**src/rtl/pipe_pkg.sv**
```systemverilog
// rtl/pipe_pkg.sv - shared pipeline constants and fetch state encoding
package pipe_pkg;

    localparam int          XLEN      = 32;
    localparam logic [31:0] NOP_INSTR = 32'h0000_0013;
    localparam logic [31:0] PC_INC    = 32'd4;

    typedef enum logic [1:0] {
        IDLE,
        REQ,
        WAIT,
        HOLD
    } fetch_state_t;

endpackage

```
**src/rtl/if_fetch_unit.sv**
```systemverilog
// rtl/if_fetch_unit.sv - instruction fetch stage feeding the IF/ID register
module if_fetch_unit
    import pipe_pkg::*;
#(
    parameter logic [31:0] RESET_PC = 32'h0000_0000,
    parameter int          XLEN     = 32
) (
    input  logic            clk,
    input  logic            reset,
    input  logic            IFIDwriteEn,
    input  logic            redirect,
    input  logic [XLEN-1:0] redirectPc,
    output logic            imemReqValid,
    input  logic            imemReqReady,
    output logic [XLEN-1:0] imemAddr,
    input  logic            imemRspValid,
    input  logic [XLEN-1:0] imemRspData,
    output logic [XLEN-1:0] instr,
    output logic [XLEN-1:0] pcNext,
    output logic            IFflush
);

    fetch_state_t    state, state_d;
    logic [XLEN-1:0] pc, pc_d;
    logic [XLEN-1:0] hold_instr, hold_d;
    logic            drop_pending, drop_d;
    logic [XLEN-1:0] pc_plus4;
    logic [XLEN-1:0] redirect_tgt;
    logic            rsp_take;

    assign pc_plus4     = pc + PC_INC;
    assign redirect_tgt = redirectPc & ~32'h3;
    assign rsp_take     = imemRspValid & ~drop_pending & ~redirect;

    always_ff @(posedge clk or negedge reset) begin
        if (!reset) begin
            state        <= IDLE;
            pc           <= RESET_PC;
            hold_instr   <= NOP_INSTR;
            drop_pending <= 1'b0;
        end else begin
            state        <= state_d;
            pc           <= pc_d;
            hold_instr   <= hold_d;
            drop_pending <= drop_d;
        end
    end

    always_comb begin
        state_d      = state;
        pc_d         = pc;
        hold_d       = hold_instr;
        drop_d       = drop_pending;
        imemReqValid = 1'b0;
        imemAddr     = pc;
        instr        = NOP_INSTR;
        pcNext       = pc_plus4;
        IFflush      = 1'b1;

        case (state)
            IDLE: state_d = REQ;

            REQ: begin
                imemReqValid = ~redirect;
                if (redirect) begin
                    pc_d = redirect_tgt;
                end else if (imemReqReady) begin
                    state_d = WAIT;
                end
            end

            WAIT: begin
                if (rsp_take) begin
                    instr   = imemRspData;
                    IFflush = 1'b0;
                end
                // A redirect with no response yet must swallow the in-flight word later
                if (redirect) begin
                    pc_d = redirect_tgt;
                    if (imemRspValid) begin
                        drop_d  = 1'b0;
                        state_d = REQ;
                    end else begin
                        drop_d = 1'b1;
                    end
                end else if (imemRspValid) begin
                    if (drop_pending) begin
                        drop_d  = 1'b0;
                        state_d = REQ;
                    end else if (IFIDwriteEn) begin
                        pc_d    = pc_plus4;
                        state_d = REQ;
                    end else begin
                        hold_d  = imemRspData;
                        state_d = HOLD;
                    end
                end
            end

            HOLD: begin
                if (redirect) begin
                    pc_d    = redirect_tgt;
                    state_d = REQ;
                end else begin
                    instr   = hold_instr;
                    IFflush = 1'b0;
                    if (IFIDwriteEn) begin
                        pc_d    = pc_plus4;
                        state_d = REQ;
                    end
                end
            end

            default: state_d = IDLE;
        endcase
    end

endmodule

```
**config.mk**
```make
export PLATFORM = sky130hd
export DESIGN_NAME = if_fetch_unit
export DESIGN_NICKNAME = d
export VERILOG_FILES = /design/src/rtl/pipe_pkg.sv /design/src/rtl/if_fetch_unit.sv
export SDC_FILE = /design/constraint.sdc
export NUM_CORES = 1
export LEC_CHECK = 0
export ABC_AREA = 1
export BUFFER_PORTS_ARGS = -buffer_cell sky130_fd_sc_hd__buf_4
export CAP_MARGIN = 20
export CORE_ASPECT_RATIO = 0.7
export CORE_MARGIN = 3
export CORE_UTILIZATION = 30
export DETAILED_ROUTE_END_ITERATION = 10
export PLACE_DENSITY = 0.51
export SYNTH_ARGS = -nofsm -noshare
export SYNTH_HDL_FRONTEND = slang
export SYNTH_SLANG_ARGS = --single-unit
```
**constraint.sdc**
```tcl
create_clock -name clk -period 3.6 [get_ports clk]
set_clock_uncertainty 0.05 [all_clocks]
set_input_delay 0.72 -clock clk [delete_from_list [all_inputs] [get_ports clk]]
set_output_delay 0.72 -clock clk [all_outputs]
set_load 0.05 [all_outputs]
```
# Yosys cells after proc, flatten, opt, wreduce, memory -nomap -nowiden
# Cells that the tools add are included.
# op_classes
addsub	1
eq_ne	10
muxes	27
bitwise_logic	5
n_reduce_logical	7
# ops
op	count
two-way mux 32 bit	8
case mux 32 bit (3 select lines)	1
case mux 32 bit (2 select lines)	1
adder 32 x 3 -> 32 bit, second input constant	1
two-way mux 2 bit	9
inequality test 3 bit, second input constant	3
inequality test 2 bit, second input constant	4
case mux 2 bit (4 select lines)	1
AND reduction 4 bit	2
two-way mux 1 bit	6
AND reduction 5 bit	1
== test 2 bit, second input constant	2
NOT 1 bit	3
nonzero test 3 bit	1
bitwise AND 1 bit	2
== test 2 x 1 -> 1 bit, second input constant	1
logical NOT 2 bit	1
case mux 1 bit (2 select lines)	1
AND reduction 2 bit	1
nonzero test 2 bit	1
# totals
reg_bits	67
output_inout_bits	98
elab_cells	54

# Longest topological paths before layout
# depth
word_depth	6
ltp_mapped	10
depth_no_buf	10

# Worst setup path after synthesis
# OpenSTA, ideal clock, no wires.
# synth_timing
path_type	input port to output port
startpoint	input imemRspValid
endpoint	output instr[28]
arrival_time_ns	2.512
setup_slack_ns	0.318
cell_stages	8
cell_sequence	inv_1 -> nor2_1 -> inv_1 -> nor2_1 -> inv_1 -> clkbuf_1 -> buf_2 -> o21ai_0
# synth_via
elab_chain_cells	4
# synth_rtl
item	line_no	source
start: declaration	if_fetch_unit.sv:16	input logic imemRspValid,
bitwise AND 1 bit (2 in a row)	if_fetch_unit.sv:33	assign rsp_take = imemRspValid & ~drop_pending & ~redirect;
two-way mux 32 bit	if_fetch_unit.sv:73	if (rsp_take) begin
case mux 32 bit (2 select lines)	if_fetch_unit.sv:60	case (state)
end: declaration	if_fetch_unit.sv:18	output logic [XLEN-1:0] instr,
# Every way passes these cells.

# Worst setup path in the final report
# layout_timing
startpoint	register state[0]
endpoint	output instr[21]
# layout_via
elab_chain_cells	2
# layout_rtl
item	line_no	source
start: declaration	if_fetch_unit.sv:23	fetch_state_t state, state_d;
start signal: assignment	if_fetch_unit.sv:42	state <= state_d;
== test 2 bit	if_fetch_unit.sv:60	
case mux 32 bit (2 select lines) (*)	if_fetch_unit.sv:60	
# Mark *: on every way between the ends. The rest lies on a longest branch, timed or not.

==> flow_summary.toml <==
[worst_setup_path]
setup.worst_path.end_class = "output pin"
critical_path_class = "flop to output pin"
critPathArrivalTime_ns = 2.31
timing.critical_path.mode_cell = "sky130_fd_sc_hd__inv_1"
critical_path_buf_inv_count = 3
max_stage_delay_ns = 0.59
crit_path_cell_trace = "inv_1 > ha_1 > nand2_2 > nor2_1 > inv_1 > o21ai_0 > buf_4"
timing.critical_path.fanout_max = 29
cp_top_family = "buffers and inverters"
slowest_stage = "sky130_fd_sc_hd__inv_1"
start_point_of_the_critical_path = "state[0]$_DFFE_PN0P_"
regToRegStartpoint = "state[0]$_DFFE_PN0P_"
critPathLaunchType = "flop"
crit_required_ns = 2.83

[synth]
synth.yosys.seq_area_share_pct = 38.5
ys_async_sr_fraction_pct = 100
synth.cell_area_um2 = 4240
synth_warnings = 0
postSynth.topFlopCell = "sky130_fd_sc_hd__dfrtp_1"
avgSynthCellArea_um2 = 6.58
count_of_flip_flops_with_a_built_in_enable_after_synthesis = 0
synth_top_cells_by_area = "sky130_fd_sc_hd__dfrtp_1 (37%), sky130_fd_sc_hd__nand2_1 (19%), sky130_fd_sc_hd__o21ai_0 (8.6%)"
synth_area_leader_cell = "sky130_fd_sc_hd__dfrtp_1"
netlist_instances = 644
post_synthesis_sequential_element_count = 65
synth_cell_types = 31
post-synth-top-area-fraction_pct = 36.6

[clock_network]
cts.path.max_buffers = 2
number_of_h_tree_levels = 3
post_cts.repair.setup_buffers = 0
clock_pin_transition_on_the_worst_setup_and_hold_timing_paths_ns = 0.06
cts_repair_resize_count = 0
clock_sinks = 65
worst_skew_pair.late_latency_ns = 0.33
cts_buffers = 9
clock_tree.root_cell = "sky130_fd_sc_hd__clkbuf_16"
post_cts_hold_buffer_count = 0
clock_tree_from_tritoncts = "done"

[timing]
tightest_slew_ns = 0.895
final.hold.worst_slack_ns = 0.434
min_period_ns = 3.08
setup-tns-final_ns = 0
grt_setup_unrepaired = "no"
slew_violations = 0
post_route_fraction_of_the_period_consumed_by_the_critical_path_pct = 85.4
max_freq_mhz = 325
slew_headroom_pct = 40.3
finalHoldViolations = 0
final-setup-viol-count = 0

[global_route]
maximum_number_of_pins_on_one_net_before_global_route_repair = 66
grt_use_total_pct = 17.4
number_of_global_route_vias_before_repair = 4150
grt_first_pass_wirelength_mm = 22.0
antenna_found_initial = 0
globalRouteOverflowTotal = 0

[layout]
num-fill-cells = 1478
diode_count = 0
finish.instance_area_um2 = 5920
number_of_nets_at_the_end_of_the_flow = 872
flow.area_growth_from_synthesis_pct = 39.6
layout_common_cells = "sky130_fd_sc_hd__nand2_1 (216), sky130_fd_sc_hd__buf_4 (165), sky130_fd_sc_hd__nor2_1 (80), sky130_fd_sc_hd__inv_1 (73), sky130_fd_sc_hd__o21ai_0 (73)"
sequential_cell_area_um2 = 1630
final_layout_size_suffix_gt1_share_pct = 26.6
mostFrequentLayoutCell = "sky130_fd_sc_hd__nand2_1"
multiInputGateArea_um2 = 2200

[floorplanning]
die_height_um = 105
die_x_um = 148
initial_core_util_pct = 31.4
core_area_um2 = 13500
floorplan.die_area_um2 = 15600
core.rowCount = 35
num_io_pins = 168

[detailed_routing]
drt_drc_violations_left = 0
count_of_vias_placed_by_the_detailed_router = 4535
routed_via_density = 4.59
wire_per_inst_um = 13.8
drtIter0Drc = 290
route.antenna.remaining_nets = 0
drt-total-wl_mm = 13.7
drt_pre_antenna_iters = 4

[pwr]
power.ir.vdd_worst_v = 0.000679
power-per-cell-area_nw_per_um2 = 973
total_leakage_power_nw = 3.03

[placed_design]
dpl.hpwl_mm = 10.3
port_buffers = 161
gp_congestion = 0.873
place_area_um2 = 5590

[worst_hold_path]
hold_path.class = "flop to flop"
worst_hold_startpoint = "hold_instr[23]$_DFFE_PN0P_"

[run_status]
outcome = "completed"

[job]
maxCapViolCount = 0
==> report_power, final <==
group,internal (mW),switching (mW)
clock,0.627,0.339
combinational,0.953,2.44
sequential,1.04,0.363
total,2.62,3.14
==> through the flow <==
step                setup WS [ns]  std cells  power (mW)  utilization (%)
floorplan                   0.318        647        3.76                -
global placement            0.698        971        4.79             41.4
detailed placement          0.666        971        4.83             41.4
CTS                         0.499        987        5.82             43.9
global route                0.280        987        6.14             43.9
finish                      0.524        987        5.76             43.9
==> worst paths after layout <==
path | end | slack, ns | depth (start not counted)
setup / recovery | instr[21] | 0.52 | 7
hold / removal | hold_instr[23]$_DFFE_PN0P_ | 0.43 | 2
setup reg to reg | imemAddr[5]$_DFFE_PN0P_ | 1.10 | 10
hold reg to reg | hold_instr[23]$_DFFE_PN0P_ | 0.43 | 2
max in group asynchronous | state[0]$_DFFE_PN0P_ | 2.46 | 1
min in group asynchronous | hold_instr[8]$_DFFE_PN0P_ | 0.46 | 1
==> area by class of cell <==
type / instances / share of cell area, %
well taps: 185 / 3.91
inverters: 78 / 4.95
flip-flops and latches: 65 / 27.5
clock buffers: 10 / 4.04
clock inverters: 6 / 1.52
repair buffers: 165 / 20.9
multi-input cells: 478 / 37.1
==> metal layers <==
metal  share of wire, %  vias to the layer above  routed length, um  track usage (%)
met1                 51                     2064               6920             26.2
li1                   -                     2315                  -                -
met2                 41                      146               5600             24.1
met5                  0                        -                  0                0
met3                7.5                       10               1030             5.59
met4               0.93                        0                127             3.49
==> worst min-delay path: cells and delay by family (launching register included) <==
kind / cells / cell delay [ns]
DFF: 1 / 0.34
AOI/OAI and AO/OA: 1 / 0.06
and+or+nand+nor: 1 / 0.05
==> Yosys cell counts, types with 3 or more instances <==
cell type / count
sky130_fd_sc_hd__buf_4: 5
sky130_fd_sc_hd__o211ai_1: 3
sky130_fd_sc_hd__inv_1: 73
sky130_fd_sc_hd__inv_2: 5
sky130_fd_sc_hd__nand2_1: 216
sky130_fd_sc_hd__dfstp_2: 3
sky130_fd_sc_hd__nand2_2: 7
sky130_fd_sc_hd__clkbuf_1: 8
sky130_fd_sc_hd__nand3_1: 25
sky130_fd_sc_hd__nor2_2: 6
sky130_fd_sc_hd__ha_1: 5
sky130_fd_sc_hd__nor2_4: 7
sky130_fd_sc_hd__buf_2: 11
sky130_fd_sc_hd__xor2_1: 5
sky130_fd_sc_hd__dfrtp_1: 62
sky130_fd_sc_hd__o21ai_1: 27
sky130_fd_sc_hd__nor2_1: 80
sky130_fd_sc_hd__o21ai_0: 73
sky130_fd_sc_hd__nand2_4: 4
==> kinds of logic after synthesis <==
group | Yosys count | synth area share [%]
compound gates | 110 | 13.5
flops | 65 | 38.5
buf+inv | 104 | 9.98
fa+ha+maj | 5 | 1.48
simple gates | 352 | 35.1
other cells | 1 | 0.0885
xor+xnor | 7 | 1.45
==> registers in the layout, indices dropped and copies added (netlist names) <==
signal        flops
drop_pending      1
hold_instr       32
imemAddr         30
state             2
Note: power is estimated with default switching activity, not from simulation.
